## config.mk

```make
export PLATFORM = sky130hd
export DESIGN_NAME = tile_sequencer
export DESIGN_NICKNAME = d
export VERILOG_FILES = /design/src/rtl/tile_seq_pkg.sv /design/src/rtl/tile_addr_gen.sv /design/src/rtl/tile_sequencer.sv
export SDC_FILE = /design/constraint.sdc
export NUM_CORES = 1
export LEC_CHECK = 0
export ABC_CLOCK_PERIOD_IN_PS = 7600
export BUFFER_PORTS_ARGS = -buffer_cell sky130_fd_sc_hd__buf_2
export CAP_MARGIN = 20
export CORE_MARGIN = 2
export CORE_UTILIZATION = 55
export CTS_CLUSTER_DIAMETER = 30
export DETAILED_ROUTE_END_ITERATION = 16
export GPL_ROUTABILITY_DRIVEN = 0
export HOLD_SLACK_MARGIN = 0.05
export PLACE_DENSITY = 0.91
export SYNTH_ARGS = -nofsm -noshare
export SYNTH_HDL_FRONTEND = slang
export SYNTH_SLANG_ARGS = --single-unit
```

## constraint.sdc

```tcl
create_clock -name clk -period 7.6 [get_ports clk]
set_clock_uncertainty 0.15 [all_clocks]
set_input_delay 0 -clock clk [delete_from_list [all_inputs] [get_ports clk]]
set_output_delay 0 -clock clk [all_outputs]
set_load 0.005 [all_outputs]
```

## src/rtl/tile_seq_pkg.sv

```systemverilog
// Shared types and default geometry for the conv tile sequencer.
package tile_seq_pkg;

    localparam int ADDR_W_DEF     = 32;
    localparam int CNT_W_DEF      = 16;
    localparam int IN_STRIDE_DEF  = 256;
    localparam int OUT_STRIDE_DEF = 64;

    typedef enum logic [2:0] {
        IDLE  = 3'd0,
        WGT   = 3'd1,
        DATA  = 3'd2,
        ADD   = 3'd3,
        WRITE = 3'd4,
        NEXT  = 3'd5,
        FIN   = 3'd6
    } seq_state_t;

endpackage

```

## src/rtl/tile_addr_gen.sv

```systemverilog
// Tile counter, last-tile flag and input/output address accumulators.
module tile_addr_gen
    import tile_seq_pkg::*;
#(
    parameter int ADDR_W     = ADDR_W_DEF,
    parameter int CNT_W      = CNT_W_DEF,
    parameter int IN_STRIDE  = IN_STRIDE_DEF,
    parameter int OUT_STRIDE = OUT_STRIDE_DEF
) (
    input  logic              clk,
    input  logic              rstn,
    input  logic              load_i,
    input  logic              step_i,
    input  logic              clear_i,
    input  logic [CNT_W-1:0]  num_tiles_i,
    input  logic [ADDR_W-1:0] in_base_i,
    input  logic [ADDR_W-1:0] out_base_i,
    output logic [CNT_W-1:0]  tile_idx_o,
    output logic              is_last_o,
    output logic [ADDR_W-1:0] in_addr_o,
    output logic [ADDR_W-1:0] out_addr_o
);

    logic [CNT_W-1:0]  num_q, num_d;
    logic [CNT_W-1:0]  idx_q, idx_d;
    logic              last_q, last_d;
    logic [ADDR_W-1:0] in_q, in_d;
    logic [ADDR_W-1:0] out_q, out_d;

    always_comb begin
        num_d  = num_q;
        idx_d  = idx_q;
        last_d = last_q;
        in_d   = in_q;
        out_d  = out_q;
        if (clear_i) begin
            num_d  = '0;
            idx_d  = '0;
            last_d = 1'b0;
            in_d   = '0;
            out_d  = '0;
        end else if (load_i) begin
            num_d  = num_tiles_i;
            idx_d  = '0;
            last_d = (num_tiles_i == CNT_W'(1));
            in_d   = in_base_i;
            out_d  = out_base_i;
        end else if (step_i) begin
            // Compare against the stepped index so is_last tracks tile_idx in the same cycle.
            idx_d  = idx_q + CNT_W'(1);
            last_d = (idx_d == num_q - CNT_W'(1));
            in_d   = in_q + ADDR_W'(IN_STRIDE);
            out_d  = out_q + ADDR_W'(OUT_STRIDE);
        end
    end

    always_ff @(posedge clk or negedge rstn) begin
        if (!rstn) begin
            num_q  <= '0;
            idx_q  <= '0;
            last_q <= 1'b0;
            in_q   <= '0;
            out_q  <= '0;
        end else begin
            num_q  <= num_d;
            idx_q  <= idx_d;
            last_q <= last_d;
            in_q   <= in_d;
            out_q  <= out_d;
        end
    end

    assign tile_idx_o = idx_q;
    assign is_last_o  = last_q;
    assign in_addr_o  = in_q;
    assign out_addr_o = out_q;

endmodule

```

## src/rtl/tile_sequencer.sv

```systemverilog
// Job sequencer: one weight load, then per tile data load/exec, adder run and write-back.
module tile_sequencer
    import tile_seq_pkg::*;
#(
    parameter int ADDR_W     = ADDR_W_DEF,
    parameter int CNT_W      = CNT_W_DEF,
    parameter int IN_STRIDE  = IN_STRIDE_DEF,
    parameter int OUT_STRIDE = OUT_STRIDE_DEF
) (
    input  logic              clk,
    input  logic              rstn,
    input  logic              start,
    input  logic [CNT_W-1:0]  cfg_num_tiles,
    input  logic [ADDR_W-1:0] cfg_wgt_addr,
    input  logic [ADDR_W-1:0] cfg_in_addr,
    input  logic [ADDR_W-1:0] cfg_out_addr,
    output logic              busy,
    output logic              done,
    output logic              err,
    output logic              wgt_req,
    output logic [ADDR_W-1:0] wgt_addr,
    input  logic              wgt_done,
    output logic              data_req,
    output logic [ADDR_W-1:0] data_addr,
    input  logic              data_done,
    output logic              add_en,
    input  logic              add_done,
    output logic              wr_req,
    output logic [ADDR_W-1:0] wr_addr,
    input  logic              wr_done,
    output logic [CNT_W-1:0]  tile_idx,
    output logic              is_last,
    output logic [2:0]        dbg_state
);

    seq_state_t state_q;
    logic       load, step, finish;

    assign load   = (state_q == IDLE) && start && (cfg_num_tiles != '0);
    assign step   = (state_q == NEXT) && !is_last;
    assign finish = (state_q == NEXT) && is_last;

    tile_addr_gen #(
        .ADDR_W    (ADDR_W),
        .CNT_W     (CNT_W),
        .IN_STRIDE (IN_STRIDE),
        .OUT_STRIDE(OUT_STRIDE)
    ) u_addr_gen (
        .clk        (clk),
        .rstn       (rstn),
        .load_i     (load),
        .step_i     (step),
        .clear_i    (finish),
        .num_tiles_i(cfg_num_tiles),
        .in_base_i  (cfg_in_addr),
        .out_base_i (cfg_out_addr),
        .tile_idx_o (tile_idx),
        .is_last_o  (is_last),
        .in_addr_o  (data_addr),
        .out_addr_o (wr_addr)
    );

    // Handshake: each request is a level held until its unit returns a 1-cycle done; the
    // request drops on the next edge, and the following request rises one cycle after that.
    always_ff @(posedge clk or negedge rstn) begin
        if (!rstn) begin
            state_q  <= IDLE;
            busy     <= 1'b0;
            done     <= 1'b0;
            err      <= 1'b0;
            wgt_req  <= 1'b0;
            wgt_addr <= '0;
            data_req <= 1'b0;
            add_en   <= 1'b0;
            wr_req   <= 1'b0;
        end else begin
            done <= 1'b0;
            err  <= 1'b0;
            case (state_q)
                IDLE: begin
                    if (start && cfg_num_tiles == '0) begin
                        err <= 1'b1;
                    end else if (start) begin
                        busy     <= 1'b1;
                        wgt_req  <= 1'b1;
                        wgt_addr <= cfg_wgt_addr;
                        state_q  <= WGT;
                    end
                end
                WGT: begin
                    if (wgt_done) begin
                        wgt_req <= 1'b0;
                        state_q <= DATA;
                    end
                end
                DATA: begin
                    if (!data_req) begin
                        data_req <= 1'b1;
                    end else if (data_done) begin
                        data_req <= 1'b0;
                        state_q  <= ADD;
                    end
                end
                ADD: begin
                    if (!add_en) begin
                        add_en <= 1'b1;
                    end else if (add_done) begin
                        add_en  <= 1'b0;
                        state_q <= WRITE;
                    end
                end
                WRITE: begin
                    if (!wr_req) begin
                        wr_req <= 1'b1;
                    end else if (wr_done) begin
                        wr_req  <= 1'b0;
                        state_q <= NEXT;
                    end
                end
                NEXT: begin
                    if (is_last) begin
                        done    <= 1'b1;
                        busy    <= 1'b0;
                        state_q <= FIN;
                    end else begin
                        state_q <= DATA;
                    end
                end
                FIN:     state_q <= IDLE;
                default: state_q <= IDLE;
            endcase
        end
    end

    assign dbg_state = state_q;

endmodule

```

Word-level counts from Yosys, hierarchy flattened
Cells that the tools add are included.
{"block": "totals", "in_bits": 119, "elab_cells": 94, "reg_bits": 139, "output_inout_bits": 123}
{"block": "classes", "n_reduce_logical": 17, "bitwise_logic": 1, "n_eq_ne": 17, "n_addsub": 4, "mux": 41}
{"operator": "32-bit 2-to-1 mux", "count": 6}
{"operator": "16-bit 2-to-1 mux", "count": 5}
{"operator": "32-bit by 7-bit adder with 32-bit output (second input constant)", "count": 1}
{"operator": "32-bit by 9-bit adder with 32-bit output (second input constant)", "count": 1}
{"operator": "3-bit 2-to-1 mux", "count": 10}
{"operator": "2-bit inequality test (second input constant)", "count": 9}
{"operator": "3-bit case mux with 6 select lines", "count": 1}
{"operator": "1-bit 2-to-1 mux", "count": 17}
{"operator": "16-bit by 1-bit adder with 16-bit output (second input constant)", "count": 1}
{"operator": "16-bit by 1-bit == test with 1-bit output (second input constant)", "count": 1}
{"operator": "16-bit == test", "count": 1}
{"operator": "16-bit logical NOT", "count": 1}
{"operator": "16-bit nonzero test", "count": 1}
{"operator": "16-bit by 1-bit subtractor with 16-bit output (second input constant)", "count": 1}
{"operator": "9-bit AND reduction", "count": 1}
{"operator": "4-bit AND reduction", "count": 2}
{"operator": "3-bit by 2-bit == test with 1-bit output (second input constant)", "count": 2}
{"operator": "3-bit == test (second input constant)", "count": 2}
{"operator": "2-bit nonzero test", "count": 3}
{"operator": "1-bit logical AND", "count": 5}
{"operator": "1-bit case mux with 2 select lines", "count": 2}
{"operator": "3-bit by 1-bit == test with 1-bit output (second input constant)", "count": 1}
{"operator": "3-bit logical NOT", "count": 1}
{"operator": "3-bit AND reduction", "count": 1}
{"operator": "4 further kinds", "count": 4}

Logic depth before layout (Yosys ltp)
Gate-level depths: netlist (run 1).
{"block": "logic_depth", "depth_word": 5, "depth_mapped": 9}

Modules after synthesis
Synthesis (run 1) repeated with hierarchy kept, for this count alone.
{"block": "unflattened", "cells_unflattened": 802, "hier_area_um2": 7652.3}
{"module": "tile_addr_gen", "cells_each": 680, "area_per_inst_um2": 5800.6, "n_inst": 1, "seq_area_each_um2": 2427.3}
{"module": "tile_sequencer", "cells_each": 122, "area_per_inst_um2": 1851.8, "n_inst": 1, "seq_area_each_um2": 1051.0}

Least setup slack after synthesis (run 1)
OpenSTA, ideal clock, no wires.
{"block": "synth_timing", "path_type": "register -> register", "startpoint": "register u_addr_gen.num_q[0]", "endpoint": "register u_addr_gen.last_q (netlist: u_addr_gen.is_last_o)", "slack_ps": 5166, "required_ps": 7358, "t_arrival_ps": 2192, "path_stages_with_launch": 9, "n_path_buf": 0, "period_less_slack_ps": 2434, "cell_sequence": "dfrtp_1 > inv_1 > ha_1 > or4b_4 > or3_4 > nor4_4 > xnor2_1 > or3_1 > o31ai_2"}
{"block": "synth_between", "elab_chain_len": 5}
{"element": "start: declaration", "line_no": "tile_addr_gen.sv:24", "text": "logic [CNT_W-1:0] num_q, num_d;"}
{"element": "start signal: assignment", "line_no": "tile_addr_gen.sv:65", "text": "num_q <= num_d;"}
{"element": "16-bit by 1-bit subtractor with 16-bit output", "line_no": "tile_addr_gen.sv:51", "text": "last_d = (idx_d == num_q - CNT_W'(1));"}
{"element": "16-bit == test", "line_no": "tile_addr_gen.sv:51"}
{"element": "1-bit 2-to-1 mux", "line_no": "tile_addr_gen.sv:48", "text": "end else if (step_i) begin"}
{"element": "1-bit 2-to-1 mux", "line_no": "tile_addr_gen.sv:42", "text": "end else if (load_i) begin"}
{"element": "1-bit 2-to-1 mux", "line_no": "tile_addr_gen.sv:36", "text": "if (clear_i) begin"}
{"element": "end signal: assignment", "line_no": "tile_addr_gen.sv:67", "text": "last_q <= last_d;"}
{"element": "end: declaration", "line_no": "tile_addr_gen.sv:26", "text": "logic last_q, last_d;"}
No other way between the ends. The select of a mux whose other input is x is not followed.
A chain may end at the register's enable or synchronous reset.

Final worst setup path (run 1)
{"block": "layout_timing", "startpoint": "register state_q[0] (netlist: dbg_state[0])", "endpoint": "register u_addr_gen.in_q[23] (netlist: u_addr_gen.in_addr_o[23])"}
{"block": "layout_between", "elab_chain_len": 5}
{"element": "start: declaration", "line_no": "tile_sequencer.sv:36", "text": "seq_state_t state_q;"}
{"element": "start signal: assignment", "line_no": "tile_sequencer.sv:67", "text": "state_q <= IDLE;"}
{"element": "start signal: assignment", "line_no": "tile_sequencer.sv:87", "text": "state_q <= WGT;"}
{"element": "start signal: assignment", "line_no": "tile_sequencer.sv:93", "text": "state_q <= DATA;"}
{"element": "3-bit logical NOT", "line_no": "tile_sequencer.sv:39", "text": "assign load = (state_q == IDLE) && start && (cfg_num_tiles != '0);"}
{"element": "1-bit logical AND (2 in a row)", "line_no": "tile_sequencer.sv:39"}
{"element": "32-bit 2-to-1 mux", "line_no": "tile_addr_gen.sv:42"}
{"element": "32-bit 2-to-1 mux", "line_no": "tile_addr_gen.sv:36"}
{"element": "end signal: assignment", "line_no": "tile_addr_gen.sv:68", "text": "in_q <= in_d;"}
{"element": "end: declaration", "line_no": "tile_addr_gen.sv:27", "text": "logic [ADDR_W-1:0] in_q, in_d;"}
Several ways; a longest one is shown, not always the timed one.

==> results of run 1 <==
-- synthesized netlist by cell type (2+ instances only) --
master and count:
nand4_1 17, o31ai_1 4, and2_1 5, xnor2_1 53
nor3b_1 2, and3_1 12, nand2_1 201, nor3_1 16
dfrtp_1 139, ha_1 4, o21ai_0 44, and3b_1 2
a211oi_1 36, or3_1 3, inv_1 12, o21a_1 2
nand3_1 49, xnor3_1 3, a21oi_1 21, nor4_1 16
xor2_1 29, nor2_1 82, clkbuf_1 41, and4_1 4
-- area by class of cell --
type / count / area (sq um)
fill: 689 / 2370
tap: 172 / 215
clock inverter: 13 / 143
multi-input combinational: 625 / 3460
sequential: 139 / 3480
timing repair buffer: 369 / 2510
inverter: 12 / 45.0
clock buffer: 19 / 453
-- power by group through the flow --
stage	Combinational, mW	Sequential [mW]	Clock (mW)
after floorplan	0.855	1.34	0
after global placement	1.29	1.37	0
after detailed placement	1.35	1.38	0
after CTS	1.42	1.38	0.839
after global routing	1.67	1.46	0.882
final	1.54	1.43	0.846
-- metal layers --
metal | vias to the layer above | GRT usage | wire length [microns]
met5 | - | 0 | 0
met4 | 0 | 0.269 | 1850
met1 | 3776 | 0.489 | 9870
met3 | 168 | 0.0824 | 2330
met2 | 631 | 0.640 | 13000
li1 | 3485 | - | -
-- state kept, by name, indices dropped and copies added (netlist names) --
register	cells
u_addr_gen.num_q	16
busy	1
data_req	1
u_addr_gen.in_addr_o	32
dbg_state	3
wgt_req	1
err	1
done	1
add_en	1
wr_req	1
u_addr_gen.tile_idx_o	16
wgt_addr	32
u_addr_gen.out_addr_o	32
u_addr_gen.is_last_o	1
-- placed cells by master, fill, tap and decap left out, types with 3 or more instances in the layout --
cell type and n:
dlygate4sd3_1 121, ha_1 4, xnor2_1 53, o21ai_0 43
a211oi_1 36, and2_1 5, xor2_1 29, inv_1 12
clkinvlp_4 5, nor2_1 82, a21oi_1 21, nand2_1 201
and4_1 4, or3_1 3, nor4_1 16, o31ai_1 4
xnor3_1 3, nor3_1 16, clkbuf_16 17, nand3_1 49
buf_2 240, and3_1 12, nand4_1 17, buf_4 5
dfrtp_1 139
-- final timing paths --
| check | startpoint | end | cells after the start |
|---|---|---|---|
| min in group asynchronous | rstn | u_addr_gen.out_addr_o[14] | 4 |
| worst min register to register | wgt_addr[11] | wgt_addr[11] | 2 |
| max in group asynchronous | rstn | busy | 4 |
| worst min-delay path | cfg_wgt_addr[25] | wgt_addr[25] | 4 |
| worst max-delay path | dbg_state[0] | u_addr_gen.in_addr_o[23] | 6 |
| worst max register to register | dbg_state[0] | u_addr_gen.in_addr_o[23] | 6 |
-- through the flow --
step / setup slack [ps] / area, sq um / power, mW / hold slack [ps] / std cells
6_report: 4460 / 10300 / 3.82 / 155 / 1349
5_1_grt: 4260 / 10300 / 4.01 / 172 / 1349
4_1_cts: 4180 / 10300 / 3.63 / 129 / 1348
3_5_place_dp: 4330 / 8450 / 2.73 / -110 / 1194
3_3_place_gp: 4470 / 8450 / 2.67 / -109 / 1194
2_1_floorplan: 5170 / 7140 / 2.19 / -446 / 819
-- cell families after synthesis --
family	synth area share
flip-flops	0.487
AND/OR/NAND/NOR	0.264
buffers and inverters	0.0300
AO/OA/AOI/OAI	0.101
XOR/XNOR	0.110
multiplexers	0.00158
adder cells (fa/ha/maj)	0.00701
-- worst max-delay path, stage by stage (launching register included) --
cell and delay, ps:
dfrtp_1 590, and3b_1 730, nand4_1 560, nor2_1 370, nand3_1 160, xor2_1 180, a211oi_1 290
-- repair_timing --
item | CTS | global route
buffers inserted | 0 | 0
endpoints found under the hold margin | 190 | 0
hold buffers | 122 | 0
gates resized for setup | 0 | 0
==> flow_metrics.py, run 1 <==
metrics = {
    "clocking": {
        "cts_inserted_buffers": 17,
        "cts_sinks": 139,
        "clk_path_buf_depth": 2,
        "cts_max_level": 4,
        "cts_root_buf": "clkbuf_16",
        "clk_pin_slew_ps": 60,
        "clk_latency_ps": 430,
        "cts_tree": "done",
    },
    "route": {
        "vias_per_cell": 5.97,
        "num_vias": 8060,
        "detail-route-antenna-nets": 0,
        "wl_mm": 27.0,
        "drtPass1Iterations": 6,
        "drtIter0Drc": 1005,
        "avgRoutedWirePerCell_microns": 20.0,
        "drcViolationCount": 0,
    },
    "timing": {
        "post-route-period-util": 0.413,
        "tightest_slew_ps": 1010,
        "max_freq_mhz": 318,
        "finalHoldViolations": 0,
        "finalMaxSlewViolations": 0,
        "fin_setup_tns_ps": 0,
        "rsz0062_at_grt": "false",
        "finalSetupViolations": 0,
        "fin_crit_ps": 3140,
        "slew_headroom": 0.329,
    },
    "die": {
        "rows": 41,
        "fp.dieArea_sq_um": 13900,
        "io_pins": 242,
        "initial_core_util": 0.564,
        "die-width_microns": 118,
        "die_h_microns": 118,
        "coreArea_sq_um": 12700,
    },
    "synth": {
        "synthCells": 819,
        "synth_area_sq_um": 7140,
        "avgSynthCellArea_sq_um": 8.72,
        "ys.flop_type": "dfrtp_1",
        "ys_seq_area_frac": 0.487,
        "synth_area_leaders": "dfrtp_1 (49%), nand2_1 (11%), xnor2_1 (6.5%)",
        "yosys.cell_types.count": 46,
        "synth-seq-cells": 139,
        "synth_nets": 942,
        "yosysWarnings": 0,
        "synth-edff-count": 0,
        "synth_top_area_frac": 0.487,
        "synth_area_leader_cell": "dfrtp_1",
        "async_reset_ff_frac": 1.00,
    },
    "power": {
        "p_sw_frac": 0.413,
        "p_int_mw": 2.24,
        "p_comb_frac": 0.404,
        "leakagePower_nw": 4.90,
        "p_per_area_nw_per_um2": 371,
        "peakVddDrop_mv": 0.220,
        "seqPwrFrac": 0.374,
        "p_sw_mw": 1.58,
        "pwr-share-clk": 0.222,
    },
    "setup_path": {
        "startpoint_type": "register",
        "crit_fanout": 19,
        "cp.arrival_ps": 3310,
        "critPathKind": "register to register",
        "cp_data_required_time_ps": 7770,
        "regToRegSetupSlack_ps": 4460,
        "end_kind": "register",
    },
    "place": {
        "dp_hpwl_mm": 13.7,
        "io_buffers": 241,
    },
    "cells_and_area": {
        "syn2layout_area_growth_pct": 44.3,
        "drive_above_1_share": 0.247,
        "num_antenna_cells": 0,
        "nets": 1287,
        "final_core_util": 0.813,
    },
    "hold_path": {
        "hold_path.class": "primary input to register",
    },
    "run_status": {
        "status": "finished clean",
    },
    "global_routing": {
        "grt_pass1_vias": 8202,
        "grt_max_degree": 107,
        "grt_overflow_total": 0,
        "track_usage": 0.400,
        "antenna_found_initial": 0,
        "grt_pass1_wl_mm": 43.8,
    },
    "flow_run": {
        "max-cap-violations": 0,
    },
}
(Power assumes the default switching activity.)
==> run 2: changes to the inputs <==
--- a/config.mk
+++ b/config.mk
@@ -5,16 +5,16 @@
 export SDC_FILE = /design/constraint.sdc
 export NUM_CORES = 1
 export LEC_CHECK = 0
-export ABC_CLOCK_PERIOD_IN_PS = 7600
+export ABC_CLOCK_PERIOD_IN_PS = 2600
 export BUFFER_PORTS_ARGS = -buffer_cell sky130_fd_sc_hd__buf_2
 export CAP_MARGIN = 20
 export CORE_MARGIN = 2
-export CORE_UTILIZATION = 55
+export CORE_UTILIZATION = 46
 export CTS_CLUSTER_DIAMETER = 30
 export DETAILED_ROUTE_END_ITERATION = 16
 export GPL_ROUTABILITY_DRIVEN = 0
 export HOLD_SLACK_MARGIN = 0.05
-export PLACE_DENSITY = 0.91
+export PLACE_DENSITY = 0.82
 export SYNTH_ARGS = -nofsm -noshare
 export SYNTH_HDL_FRONTEND = slang
 export SYNTH_SLANG_ARGS = --single-unit
==> constraint.sdc (replaced) <==
create_clock -name clk -period 2.6 [get_ports clk]
set_clock_uncertainty 0.15 [all_clocks]
set_input_delay 0 -clock clk [delete_from_list [all_inputs] [get_ports clk]]
set_output_delay 0 -clock clk [all_outputs]
set_load 0.005 [all_outputs]
==> run 2 against run 1 <==
Combinational power rose to 2.9 times the previous value; design area is 1.7% higher; core utilization fell by 12 points; setup slack got worse by 4400 ps; die area grew 19%; flip-flop and latch count is the same; hold slack improved by 5.2 ps; wire length shrank 13%; power grew to 2.8 times the previous value; sequential share of layout area down 0.56 points; critical endpoint is now u_addr_gen.is_last_o.
==> flow_metrics.py, run 2 (synthesis gave the netlist of run 1 again) <==
metrics = {
    "run_status": {
        "status": "finished clean",
    },
    "setup_path": {
        "startpoint_type": "register",
        "r2r_end": "u_addr_gen.is_last_o",
        "cp-startpoint": "u_addr_gen.num_q[0]",
        "crit_fanout": 4,
        "critPathKind": "register to register",
        "crit-reg2reg-launch": "u_addr_gen.num_q[0]",
        "end_kind": "register",
        "regToRegSetupSlack_ps": 70,
        "r2r_cells": 8,
        "cp_data_required_time_ps": 2780,
        "cp.arrival_ps": 2710,
        "crit_path_end": "u_addr_gen.is_last_o",
    },
    "clocking": {
        "cts_inserted_buffers": 17,
        "clk_latency_ps": 420,
        "cts_tree": "done",
        "clk_pin_slew_ps": 60,
        "cts_sinks": 139,
        "cts_root_buf": "clkbuf_16",
        "clk_path_buf_depth": 2,
        "cts_max_level": 4,
        "post-cts-setup-buffers": 0,
    },
    "timing": {
        "fin_crit_ps": 2530,
        "slew_headroom": 0.638,
        "rsz0062_at_grt": "true",
        "post-route-period-util": 0.973,
        "finalMaxSlewViolations": 0,
        "max_freq_mhz": 395,
        "tightest_slew_ps": 542,
        "finalSetupViolations": 0,
        "finalWorstSetupSlack_ps": 70.7,
        "finalHoldViolations": 0,
    },
    "place": {
        "dp_cells": 1231,
        "post-place-ws_ps": -16.0,
        "place_area_sq_um": 8650,
        "dp_hpwl_mm": 14.4,
        "io_buffers": 241,
    },
    "cells_and_area": {
        "layout_commonest_cell": "buf_2",
        "register_area_sq_um": 3480,
        "layout_common_cells": "buf_2 (240), nand2_1 (201), dfrtp_1 (139)",
        "multi_input_area_sq_um": 3480,
        "finish.instance_area_sq_um": 10500,
        "nFillCells": 1090,
        "final_cells": 1387,
        "nets": 1307,
        "syn2layout_area_growth_pct": 46.7,
        "drive_above_1_share": 0.263,
    },
    "route": {
        "num_vias": 7585,
        "vias_per_cell": 5.47,
        "drtPass1Iterations": 7,
        "avgRoutedWirePerCell_microns": 17.0,
        "detail-route-antenna-nets": 0,
        "wl_mm": 23.5,
        "drcViolationCount": 0,
        "drtIter0Drc": 659,
    },
    "global_routing": {
        "track_usage": 0.287,
        "grt_pass1_vias": 7708,
        "grt_pass1_wl_mm": 37.4,
        "antenna_found_initial": 1,
        "grt_overflow_total": 0,
        "grt_max_degree": 112,
    },
    "power": {
        "leakagePower_nw": 4.98,
        "peakVddDrop_mv": 0.611,
        "p_per_area_nw_per_um2": 1030,
    },
    "die": {
        "io_pins": 242,
        "initial_core_util": 0.470,
        "die_h_microns": 129,
        "die-width_microns": 129,
        "coreArea_sq_um": 15200,
        "rows": 45,
        "fp.dieArea_sq_um": 16500,
    },
    "hold_path": {
        "hold_path.class": "primary input to register",
        "hold_depth": 4,
    },
    "flow_run": {
        "max-cap-violations": 0,
    },
}
run 2: cell types whose count changed in the layout (fill, tap and decap cells not counted), sizes merged:
| cell | previous run | this run |
|---|---|---|
| inv | 14 | 13 |
| buf | 248 | 268 |
| bufinv | 2 | 1 |
| clkinvlp | 5 | 7 |
| diode | 0 | 3 |
| clkbuf | 19 | 18 |
run 2: worst min-delay path by stage:
| stage | to | slack, ps | from |
|---|---|---|---|
| floorplan | add_en | -450 | rstn |
| global placement | u_addr_gen.out_addr_o[12] | -170 | rstn |
| detailed placement | u_addr_gen.out_addr_o[11] | -180 | rstn |
| CTS | u_addr_gen.out_addr_o[3] | 130 | cfg_out_addr[3] |
| global route | wgt_addr[28] | 170 | cfg_wgt_addr[28] |
| finish | wgt_addr[8] | 160 | cfg_wgt_addr[8] |
run 2: what timing repair did:
item,4_1_cts,5_1_grt
hold buffers,122,0
endpoints found under the hold margin,259,0
endpoints found under the setup margin,1,1
gates cloned,0,0
gates resized for setup,1,4
run 2: power by group:
part / internal (mW) / switching, mW
Combinational: 2.10 / 2.36
Clock: 1.34 / 0.973
Sequential: 3.09 / 0.899
run 2: cell type report:
type / instances / area share
antenna: 3 / 0.000716
clock buffer: 18 / 0.0419
clock inverter: 13 / 0.0117
inverter: 12 / 0.00430
multi-input combinational: 625 / 0.332
sequential: 139 / 0.332
tap: 188 / 0.0224
timing repair buffer: 389 / 0.255
run 2: worst max-delay path, stage by stage, from the launching register on:
cell     delay (ps)
dfrtp_1         400
inv_2           100
ha_4            150
or4b_4          490
or3_4           380
nor4_4          170
xnor2_1          80
or3_1           320
o31ai_2         210
run 2: metal layers:
layer	share of wire	global-route usage	vias to the layer above	routed length (microns)
li1	-	-	3531	-
met2	0.48	0.466	376	11200
met1	0.40	0.351	3581	9420
met4	0.047	0.155	0	1100
met3	0.075	0.0761	97	1760
met5	0	0	-	0
run 2: per-stage QoR:
stage / hold WS (ps) / setup TNS (ps) / power [mW] / util
6_report: 160 / 0 / 10.8 / 0.689
5_1_grt: 166 / -50.4 / 11.5 / 0.689
4_1_cts: 129 / 0 / 10.6 / 0.688
3_5_place_dp: -177 / -16.0 / 8.13 / 0.569
3_3_place_gp: -174 / 0 / 7.97 / 0.569
2_1_floorplan: -446 / 0 / 6.41 / -
